$ cat src/rtl/sw_pkg.sv
// Shared constants and types for the Smith-Waterman symbol feeder.
package sw_pkg;

  localparam int unsigned LEN_REF_DEF   = 64;
  localparam int unsigned LEN_QUERY_DEF = 48;

  localparam logic [1:0] NT_A = 2'd0;
  localparam logic [1:0] NT_C = 2'd1;
  localparam logic [1:0] NT_G = 2'd2;
  localparam logic [1:0] NT_T = 2'd3;

  typedef enum logic [2:0] {
    LOAD_REF,
    LOAD_QRY,
    STREAM,
    GAP,
    WAIT_DONE
  } fsm_state_t;

endpackage

$ cat src/rtl/sw_feeder_if.sv
// Host character input and aligner symbol stream of the feeder.
interface sw_feeder_if;
  logic       in_valid;
  logic [7:0] in_char;
  logic       in_ready;
  logic       sw_valid;
  logic [1:0] sw_data_ref;
  logic [1:0] sw_data_query;
  logic       sw_finish;

  modport master (
    output in_valid, in_char, sw_finish,
    input  in_ready, sw_valid, sw_data_ref, sw_data_query
  );

  modport slave (
    input  in_valid, in_char, sw_finish,
    output in_ready, sw_valid, sw_data_ref, sw_data_query
  );
endinterface

$ cat src/rtl/sw_feeder_nt_encoder.sv
// ASCII nucleotide to 2-bit code; anything outside A/C/G/T (either case) is flagged.
module nt_encoder
  import sw_pkg::*;
(
  input  logic [7:0] ch,
  output logic [1:0] code,
  output logic       illegal
);

  always_comb begin
    code    = NT_A;
    illegal = 1'b0;
    case (ch)
      8'h41, 8'h61: code = NT_A;
      8'h43, 8'h63: code = NT_C;
      8'h47, 8'h67: code = NT_G;
      8'h54, 8'h74: code = NT_T;
      default:      illegal = 1'b1;
    endcase
  end

endmodule

$ cat src/rtl/sw_feeder.sv
// Buffers one reference/query pair from the host, then streams it to the aligner
// and waits for the aligner's finish pulse before accepting the next pair.
module sw_feeder
  import sw_pkg::*;
#(
  parameter int unsigned LEN_REF   = LEN_REF_DEF,
  parameter int unsigned LEN_QUERY = LEN_QUERY_DEF
) (
  input  logic         clk,
  input  logic         reset,
  sw_feeder_if.slave   bus,
  output logic         busy,
  output logic         err,
  output logic [7:0]   pair_cnt
);

  localparam int unsigned IW = (LEN_REF > 1) ? $clog2(LEN_REF) : 1;

  fsm_state_t    state;
  logic [IW-1:0] idx;
  logic [1:0]    ref_mem [LEN_REF];
  logic [1:0]    qry_mem [LEN_QUERY];

  logic [1:0]    code_c;
  logic          illegal_c;
  logic          xfer_c;
  logic          last_ref_c;
  logic          last_qry_c;
  logic [IW-1:0] idx_nxt_c;
  logic [1:0]    ref_rd_c;
  logic [1:0]    qry_rd_c;
  logic [1:0]    qry_first_c;

  nt_encoder u_enc (
    .ch      (bus.in_char),
    .code    (code_c),
    .illegal (illegal_c)
  );

  assign xfer_c     = bus.in_valid & bus.in_ready;
  assign last_ref_c = (idx == IW'(LEN_REF - 1));
  assign last_qry_c = (idx == IW'(LEN_QUERY - 1));
  assign idx_nxt_c  = idx + IW'(1);

  // Look-ahead reads: the registered outputs present symbol idx+1 in the next cycle.
  assign ref_rd_c    = ref_mem[idx_nxt_c];
  assign qry_rd_c    = (32'(idx_nxt_c) < LEN_QUERY) ? qry_mem[idx_nxt_c] : NT_A;
  assign qry_first_c = (LEN_QUERY == 1) ? code_c : qry_mem[0];

  // Symbol buffers carry no reset; a pair is always fully reloaded before streaming.
  always_ff @(posedge clk) begin
    if (xfer_c && state == LOAD_REF) ref_mem[idx] <= code_c;
    if (xfer_c && state == LOAD_QRY) qry_mem[idx] <= code_c;
  end

  always_ff @(posedge clk or negedge reset) begin
    if (!reset) begin
      state             <= LOAD_REF;
      idx               <= '0;
      bus.in_ready      <= 1'b0;
      bus.sw_valid      <= 1'b0;
      bus.sw_data_ref   <= NT_A;
      bus.sw_data_query <= NT_A;
      busy              <= 1'b0;
      err               <= 1'b0;
      pair_cnt          <= '0;
    end else begin
      case (state)
        LOAD_REF: begin
          bus.in_ready <= 1'b1;
          if (xfer_c) begin
            busy <= 1'b1;
            // The first character of a pair restarts the sticky error.
            err  <= (idx == '0) ? illegal_c : (err | illegal_c);
            if (last_ref_c) begin
              state <= LOAD_QRY;
              idx   <= '0;
            end else begin
              idx <= idx_nxt_c;
            end
          end
        end
        LOAD_QRY: begin
          if (xfer_c) begin
            err <= err | illegal_c;
            if (last_qry_c) begin
              state             <= STREAM;
              idx               <= '0;
              bus.in_ready      <= 1'b0;
              bus.sw_valid      <= 1'b1;
              bus.sw_data_ref   <= ref_mem[0];
              bus.sw_data_query <= qry_first_c;
            end else begin
              idx <= idx_nxt_c;
            end
          end
        end
        STREAM: begin
          if (last_ref_c) begin
            state             <= GAP;
            idx               <= '0;
            bus.sw_valid      <= 1'b0;
            bus.sw_data_ref   <= NT_A;
            bus.sw_data_query <= NT_A;
          end else begin
            idx               <= idx_nxt_c;
            bus.sw_data_ref   <= ref_rd_c;
            bus.sw_data_query <= qry_rd_c;
          end
        end
        GAP: state <= WAIT_DONE;
        WAIT_DONE: begin
          if (bus.sw_finish) begin
            state        <= LOAD_REF;
            bus.in_ready <= 1'b1;
            busy         <= 1'b0;
            pair_cnt     <= pair_cnt + 8'd1;
          end
        end
        default: state <= LOAD_REF;
      endcase
    end
  end

endmodule

$ cat src/flat_wrapper.sv
// flat-port wrapper written by rule: the top's interface ports become plain ports
module sw_feeder_flat import sw_pkg::*;
#(
  parameter int unsigned LEN_REF   = LEN_REF_DEF,
  parameter int unsigned LEN_QUERY = LEN_QUERY_DEF
)
  (clk, reset, busy, err, pair_cnt, bus_in_valid, bus_in_char, bus_sw_finish, bus_in_ready, bus_sw_valid, bus_sw_data_ref, bus_sw_data_query);
  sw_feeder_if bus_i ();
  input  logic clk;
  input  logic reset;
  output logic busy;
  output logic err;
  output logic [7:0] pair_cnt;
  input wire logic [$bits(bus_i.in_valid)-1:0] bus_in_valid;
  input wire logic [$bits(bus_i.in_char)-1:0] bus_in_char;
  input wire logic [$bits(bus_i.sw_finish)-1:0] bus_sw_finish;
  output wire logic [$bits(bus_i.in_ready)-1:0] bus_in_ready;
  output wire logic [$bits(bus_i.sw_valid)-1:0] bus_sw_valid;
  output wire logic [$bits(bus_i.sw_data_ref)-1:0] bus_sw_data_ref;
  output wire logic [$bits(bus_i.sw_data_query)-1:0] bus_sw_data_query;
  assign bus_i.in_valid = bus_in_valid;
  assign bus_i.in_char = bus_in_char;
  assign bus_i.sw_finish = bus_sw_finish;
  assign bus_in_ready = bus_i.in_ready;
  assign bus_sw_valid = bus_i.sw_valid;
  assign bus_sw_data_ref = bus_i.sw_data_ref;
  assign bus_sw_data_query = bus_i.sw_data_query;
  sw_feeder #(.LEN_REF(LEN_REF), .LEN_QUERY(LEN_QUERY)) u_core (.clk(clk), .reset(reset), .bus(bus_i), .busy(busy), .err(err), .pair_cnt(pair_cnt));
endmodule
$ cat config.mk
export PLATFORM = sky130hd
export DESIGN_NAME = sw_feeder_flat
export DESIGN_NICKNAME = d
export VERILOG_FILES = /design/src/rtl/sw_pkg.sv /design/src/rtl/sw_feeder_if.sv /design/src/rtl/sw_feeder_nt_encoder.sv /design/src/rtl/sw_feeder.sv /design/src/flat_wrapper.sv
export SDC_FILE = /design/constraint.sdc
export NUM_CORES = 1
export LEC_CHECK = 0
export ABC_AREA = 1
export BUFFER_PORTS_ARGS = -buffer_cell sky130_fd_sc_hd__clkbuf_2
export CAP_MARGIN = 20
export CORE_ASPECT_RATIO = 0.5
export CORE_UTILIZATION = 49
export CTS_CLUSTER_DIAMETER = 30
export DETAILED_ROUTE_END_ITERATION = 10
export PLACE_DENSITY_LB_ADDON = 0.25
export SETUP_SLACK_MARGIN = 0.05
export SYNTH_ARGS = -nofsm -noshare
export SYNTH_HDL_FRONTEND = slang
export SYNTH_SLANG_ARGS = --single-unit
$ cat constraint.sdc
create_clock -name clk -period 2.1 [get_ports clk]
set_input_delay 0.105 -clock clk [delete_from_list [all_inputs] [get_ports clk]]
set_output_delay 0.105 -clock clk [all_outputs]
set_load 0.03 [all_outputs]
Yosys cells after proc, flatten, opt, wreduce, memory -nomap -nowiden

Memories as Yosys holds them, arrays and structs flattened.
Index checks and enable logic that the tools add are counted.

Register bits: 25
Bits in writable memories: 224
Logic and storage cells: 99
Memories kept: 2

Add/sub/neg operators: 2
Order comparisons: 1
Equality and inequality tests: 20
Muxes and demuxes: 42
Bitwise logic cells: 2
Reduce and logical (&&, ||, !) cells: 21

Memories:

| memory         | words | width | read ports | clocked after memory_dff | wr ports | RTL line        | text |
|---|---|---|---|---|---|---|---|
| u_core.ref_mem | 64    | 2     | 2          | 0                        | 1        | sw_feeder.sv:21 | `logic [1:0] ref_mem [LEN_REF];` |
| u_core.qry_mem | 48    | 2     | 2          | 0                        | 1        | sw_feeder.sv:22 | `logic [1:0] qry_mem [LEN_QUERY];` |

Operators with widths:

| kind                                                | number |
|---|---|
| equality test 8 x 7 -> 1 bit, second input constant | 8 |
| 2-to-1 mux 6 bit                                    | 4 |
| 2-to-1 mux 3 bit                                    | 6 |
| one-hot mux 6 bit (3 select lines)                  | 1 |
| 2-to-1 mux 1 bit                                    | 16 |
| one-hot mux 3 bit (5 select lines)                  | 1 |
| 2-to-1 mux 2 bit                                    | 7 |
| equality test 6 bit, second input constant          | 2 |
| AND reduction 3 bit                                 | 4 |
| != test 2 x 1 -> 1 bit, second input constant       | 5 |
| adder 8 x 1 -> 8 bit, second input constant         | 1 |
| one-hot mux 2 bit (2 select lines)                  | 2 |
| AND reduction 4 bit                                 | 2 |
| OR reduction 8 bit                                  | 1 |
| adder 6 x 1 -> 6 bit, second input constant         | 1 |
| equality test 3 x 2 -> 1 bit, second input constant | 2 |
| logical NOT 6 bit                                   | 1 |
| less-than comparator 6 bit, second input constant   | 1 |
| one-hot mux 1 bit (2 select lines)                  | 3 |
| one-hot mux 2 bit (3 select lines)                  | 1 |
| AND reduction 6 bit                                 | 1 |
| nonzero test 2 bit                                  | 3 |
| nonzero test 3 bit                                  | 2 |
| OR reduction 2 bit                                  | 3 |
| 9 further kinds                                     | 10 |

Depth between registers and ports, before layout

Word-level depth: 7
Gate-level depth with buffers: 16
Gate-level depth less buffers: 14

By module

A second synthesis with hierarchy kept.

Cell total of the unflattened synthesis: 1168
Area, all modules: 11337.1 um2

Modules (own cells, without submodules):

| module     | instances | cells each | area an instance (um2) | sequential area each (um2) |
|---|---|---|---|---|
| sw_feeder  | 1         | 1149       | 11258.3                | 7352.1 |
| nt_encoder | 1         | 19         | 78.8                   | 0.0 |

Least setup slack after synthesis

Ideal clock, no wire load.

Kind: input-to-reg
From: in bus_in_char[2]
To: mem u_core.qry_mem[0][0], data pin
Arrival: 3.437 ns
Required time: 1.290 ns
Path slack: -2.147 ns
Cell stages on the path: 3
Path buffers: 0
Path through: nor3_1 > nand3_1 > o22ai_1

Longest elaborated chain between the ends: 3
Elaborated cells on any way between the ends: 10
Classes of those cells: eq/ne: 6; mux: 1; reduce/logical: 3

RTL lines:

| element                              | RTL line                   | text |
|---|---|---|
| from (decl)                          | flat_wrapper.sv:15         | `input wire logic [$bits(bus_i.in_char)-1:0] bus_in_char;` |
| equality test 8 x 7 -> 1 bit         | sw_feeder_nt_encoder.sv:13 | `case (ch)` |
| OR reduction 2 bit                   | sw_feeder_nt_encoder.sv:13 |  |
| one-hot mux 2 bit (3 select lines) * | sw_feeder_nt_encoder.sv:13 |  |
| net u_core.code_c[0]                 | sw_feeder.sv:24            | `logic [1:0] code_c;` |
| to (decl)                            | sw_feeder.sv:22            |  |

The timed path passes the listed nets; every way through them passes the cells marked *.

Final worst setup path

From: reg u_core.idx[0]
To: reg u_core.bus.sw_data_ref[1]

Longest elaborated chain between the ends: 4
Elaborated cells on any way between the ends: 8
Classes of those cells: add/sub: 1; eq/ne: 3; mux: 2; reduce/logical: 1; memory: 1

RTL lines:

| element                            | RTL line           | text |
|---|---|---|
| from (decl)                        | sw_feeder.sv:20    | `logic [IW-1:0] idx;` |
| from (signal assigned)             | sw_feeder.sv:79    | `idx <= idx_nxt_c;` |
| from (signal assigned)             | sw_feeder.sv:94    | `idx <= idx_nxt_c;` |
| from (signal assigned)             | sw_feeder.sv:106   | `idx <= idx_nxt_c;` |
| adder 6 x 1 -> 6 bit               | sw_feeder.sv:43    | `assign idx_nxt_c = idx + IW'(1);` |
| memory (64 x 2 bit)                | -                  |  |
| 2-to-1 mux 2 bit                   | sw_feeder.sv:99    | `if (last_ref_c) begin` |
| one-hot mux 2 bit (2 select lines) | sw_feeder.sv:68    | `case (state)` |
| to (signal assigned)               | sw_feeder.sv:91    | `bus.sw_data_ref <= ref_mem[0];` |
| to (signal assigned)               | sw_feeder.sv:107   | `bus.sw_data_ref <= ref_rd_c;` |
| to (decl)                          | sw_feeder_if.sv:18 | `output in_ready, sw_valid, sw_data_ref, sw_data_query` |

Several ways; a longest one is shown, not always the timed one.
A chain may end at the register's enable or synchronous reset.

==> impl_results.md <==
* Status: finished, violations left
* Failing checks: negative setup slack
* Fin crit share at 102.6%
* Worst hold path type: in -> reg
* # fillers at approximately 1,600
* Number of diodes at 0
* Antenna violations before repair at 0
* Internal Pwr Total at 13.34 mW
* Comb power frac at approximately 45%
* Achievable clock frequency at 464.2 MHz
* Vias per cell at between 5 and 6
* Largest net degree at the start of global routing at 64
* Crit path from: u_core.idx[0]$_DFFE_PN0P_
* Synth Warn # at 0
* Full die area at between 20,000 and 25,000 sq um
* Avg Inst Size Synth at roughly 10 sq um
* Setup Viol. Count Final at 4
* Num Clock Sinks at around 250
* Synth area leaders: edfxtp_1 61%, nor2_1 9.3%, nand2_1 6.1%
* Final ANT Viol Nets at 0
* Worst slew margin at between 50% and 60%
* Area Growth Syn to Fin at 26.34%
* Post-synthesis sequential area ratio at ~66%
* Crit. End Element: register
* Final-report hold violation count at 0
* Clk buf depth at 3
* Vias in the first global route at between 8,000 and 9,000
* Hold Slack at between 0.05 and 0.06 ns
* Clk_lat worst skew at roughly 0.51 ns
* Switching power share of the total at 38.40%
* Number of synthesized flops with an enable pin at ~220
* Placed cell areas at between 10,000 and 15,000 sq um
* CTS tree: yes
* CTS root buffer: clkbuf_16
* Crit-path max FO at 7
* Core area at between 20,000 and 25,000 sq um
* HP Start: bus_in_valid
* First-pass GRT wire length at 45.55 mm
* Rows at 38
* Sequential power share at about a quarter
* Most frequent cells in the layout: 239 x nor2_1, 224 x edfxtp_1, 171 x nand2_1
* P_sw at ~8.3 mW
* Actual slew at the worst max-slew pin at between 0.6 and 0.7 ns
* Routed wire length per instance at between 15 and 20 um
* Main synth FF type: edfxtp_1
* Cell area after synthesis at ~11,000 sq um
* Smallest setup slack after layout at -0.05446 ns
* Share of layout cells above drive strength 1 at roughly 21%
* RSZ-0062 raised after global routing: yes
* Max IR drop VDD at 988.7 uV
* Required time of the critical path at ~2.6 ns
* Via count at between 8,000 and 9,000
* Gpl congestion at slightly below 0.9
* PD cells at 1545 nW/um^2
* Io pins at 28
* First-pass DRT Iterations at 6
* Clock power frac at between 20% and 30%
* Post-Place Setup Slack at -0.1071 ns
* Non-Filler Instances at 1,528
* Total CTS buffers at 37
* Final wirelength at around 30 mm
* Clock Skews at 0.01688 ns
* Reg2reg start: u_core.idx[0]$_DFFE_PN0P_
* Remaining DRCs at 0
* Worst-path clk slew at ~0.06 ns
* Worst Setup Start Kind: register
* Chip Height at ~110 um
* Pleak at between 5 and 6 nW
* Final Cell Area at approximately 14,000 sq um
* Inst Count DP at about 1,400
* Most common cell after layout, fill and taps aside: nor2_1
* Starting DRT DRC Count at 1,178
* Max Slew Vio Count at 0
* Arrival time worst endpoint at ~2.6 ns
* Synth Register Bits at roughly 250
* Worst Setup Path Type: reg -> reg
* Overall Power at approximately 22 mW
* Area leader, netlist: edfxtp_1
* H-tree depth at 2
* Post-synthesis cell type count at 33
* Mapped Nets at around 1,100
* Port Buffers at 26
* Die width at 214.8 um
* Max cap viols at 0
* Synth async-reset ratio at 10.04%
* DP HPWL at approximately 18 mm
* Mapped Cells at around 1,100
* Nets at 1,214
* Initial core utilization at 50.62%
* Total track usage at 25.49%
* Minimum clock period at approximately 2.2 ns
* Synth top area share at 60.63%
* GR Overflow Total at 0
repair_timing:
action,in CTS,in global routing
setup buffers,6,5
gates resized for setup,25,93
pin swaps,10,42
gates cloned,2,2
endpoints found under the setup margin,73,224
endpoints found under the hold margin,26,0
hold buffers,2,0
registers in the layout (all words and copies together), names as in the netlist:
name / flops
u_core.state: 3
u_core.err: 1
u_core.busy: 1
u_core.ref_mem: 128
u_core.bus.sw_valid: 1
u_core.pair_cnt: 8
u_core.qry_mem: 96
u_core.bus.sw_data_ref: 2
u_core.bus.in_ready: 1
u_core.bus.sw_data_query: 2
u_core.idx: 6
layout make-up:
class	instances	area [sq um]	share of cell area, %
Inverter	76	287.8	2.053
Clock inverter	23	251.5	1.794
Timing Repair Buffer	125	1254	8.944
Clock buffer	45	998.5	7.123
Tap cell	300	375.4	2.678
Multi-Input combinational cell	710	3493	24.92
Sequential cell	249	7357	52.49
synthesized netlist by cell type, drive strengths merged (2+ instances only):
cell    count
clkinv      2
nor2      277
nand3      80
buf        31
clkbuf     23
nand2     181
o21ai      95
a22oi       2
ha          3
o221ai      5
edfxtp    224
dfrtp      25
inv        74
o22ai       6
nor3       10
a21oi       5
o211ai     34
xor2        3
xnor2       4
power groups by stage:
| stage | sequential (mW) | clock, mW | combinational [mW] |
|---|---|---|---|
| floorplan | 5.84 | 0 | 4.71 |
| global route | 5.74 | 6.45 | 10.4 |
| detailed placement | 5.80 | 0 | 7.80 |
| CTS | 5.70 | 6.23 | 8.52 |
| global placement | 5.79 | 0 | 7.69 |
| finish | 5.73 | 6.19 | 9.74 |
metal layers:
metal  part of all wire [%]  GRT usage [%]  vias to the layer above  wire length [um]
met5                      0         0.4167                        -                 0
met2                     44          38.90                      494             13130
li1                       -              -                     3957                 -
met1                     43          35.54                     4110             12750
met3                     11          7.314                       46              3259
met4                    1.8          7.398                        0               532
through the flow:
step	setup TNS, ns	util (%)
2_1_floorplan	0	-
3_3_place_gp	-0.3167	55.55
3_5_place_dp	-0.4058	55.55
4_1_cts	-0.01021	62.14
5_1_grt	-0.5079	63.95
6_report	-0.1571	63.95
worst paths after layout:
path,end,slack (ns),cells past startpoint
worst max-delay path,u_core.bus.sw_data_ref[1]$_DFFE_PN0P_,-0.05,14
max in group asynchronous,u_core.idx[0]$_DFFE_PN0P_,1.43,2
worst min register to register,u_core.pair_cnt[7]$_DFFE_PN0P_,0.47,1
worst min-delay path,u_core.bus.sw_valid$_DFFE_PN0P_,0.05,5
min in group asynchronous,u_core.bus.sw_data_query[1]$_DFFE_PN0P_,0.17,2
worst max register to register,u_core.bus.sw_data_ref[1]$_DFFE_PN0P_,-0.05,14
kinds of logic (layout without fill, tap and decap cells):
logic type / after synthesis / after routing / share of synthesized area, %
simple gates: 553 / 553 / 20.06
compound gates: 147 / 147 / 7.714
flops: 249 / 249 / 66.27
buf+inv: 130 / 269 / 4.996
fa+ha+maj: 3 / 3 / 0.3384
xor+xnor: 7 / 7 / 0.6203
critical path: stages (launching register included):
cell,delay [ns]
dfrtp_4,0.50
inv_4,0.08
ha_4,0.22
buf_8,0.15
buf_6,0.13
buf_16,0.13
nor2_2,0.10
o21ai_0,0.09
o211ai_1,0.14
nand3_1,0.16
nand2_1,0.10
nand2_1,0.07
nand2_2,0.11
o21ai_1,0.07
nand2_1,0.05
(Power assumes the default switching activity.)
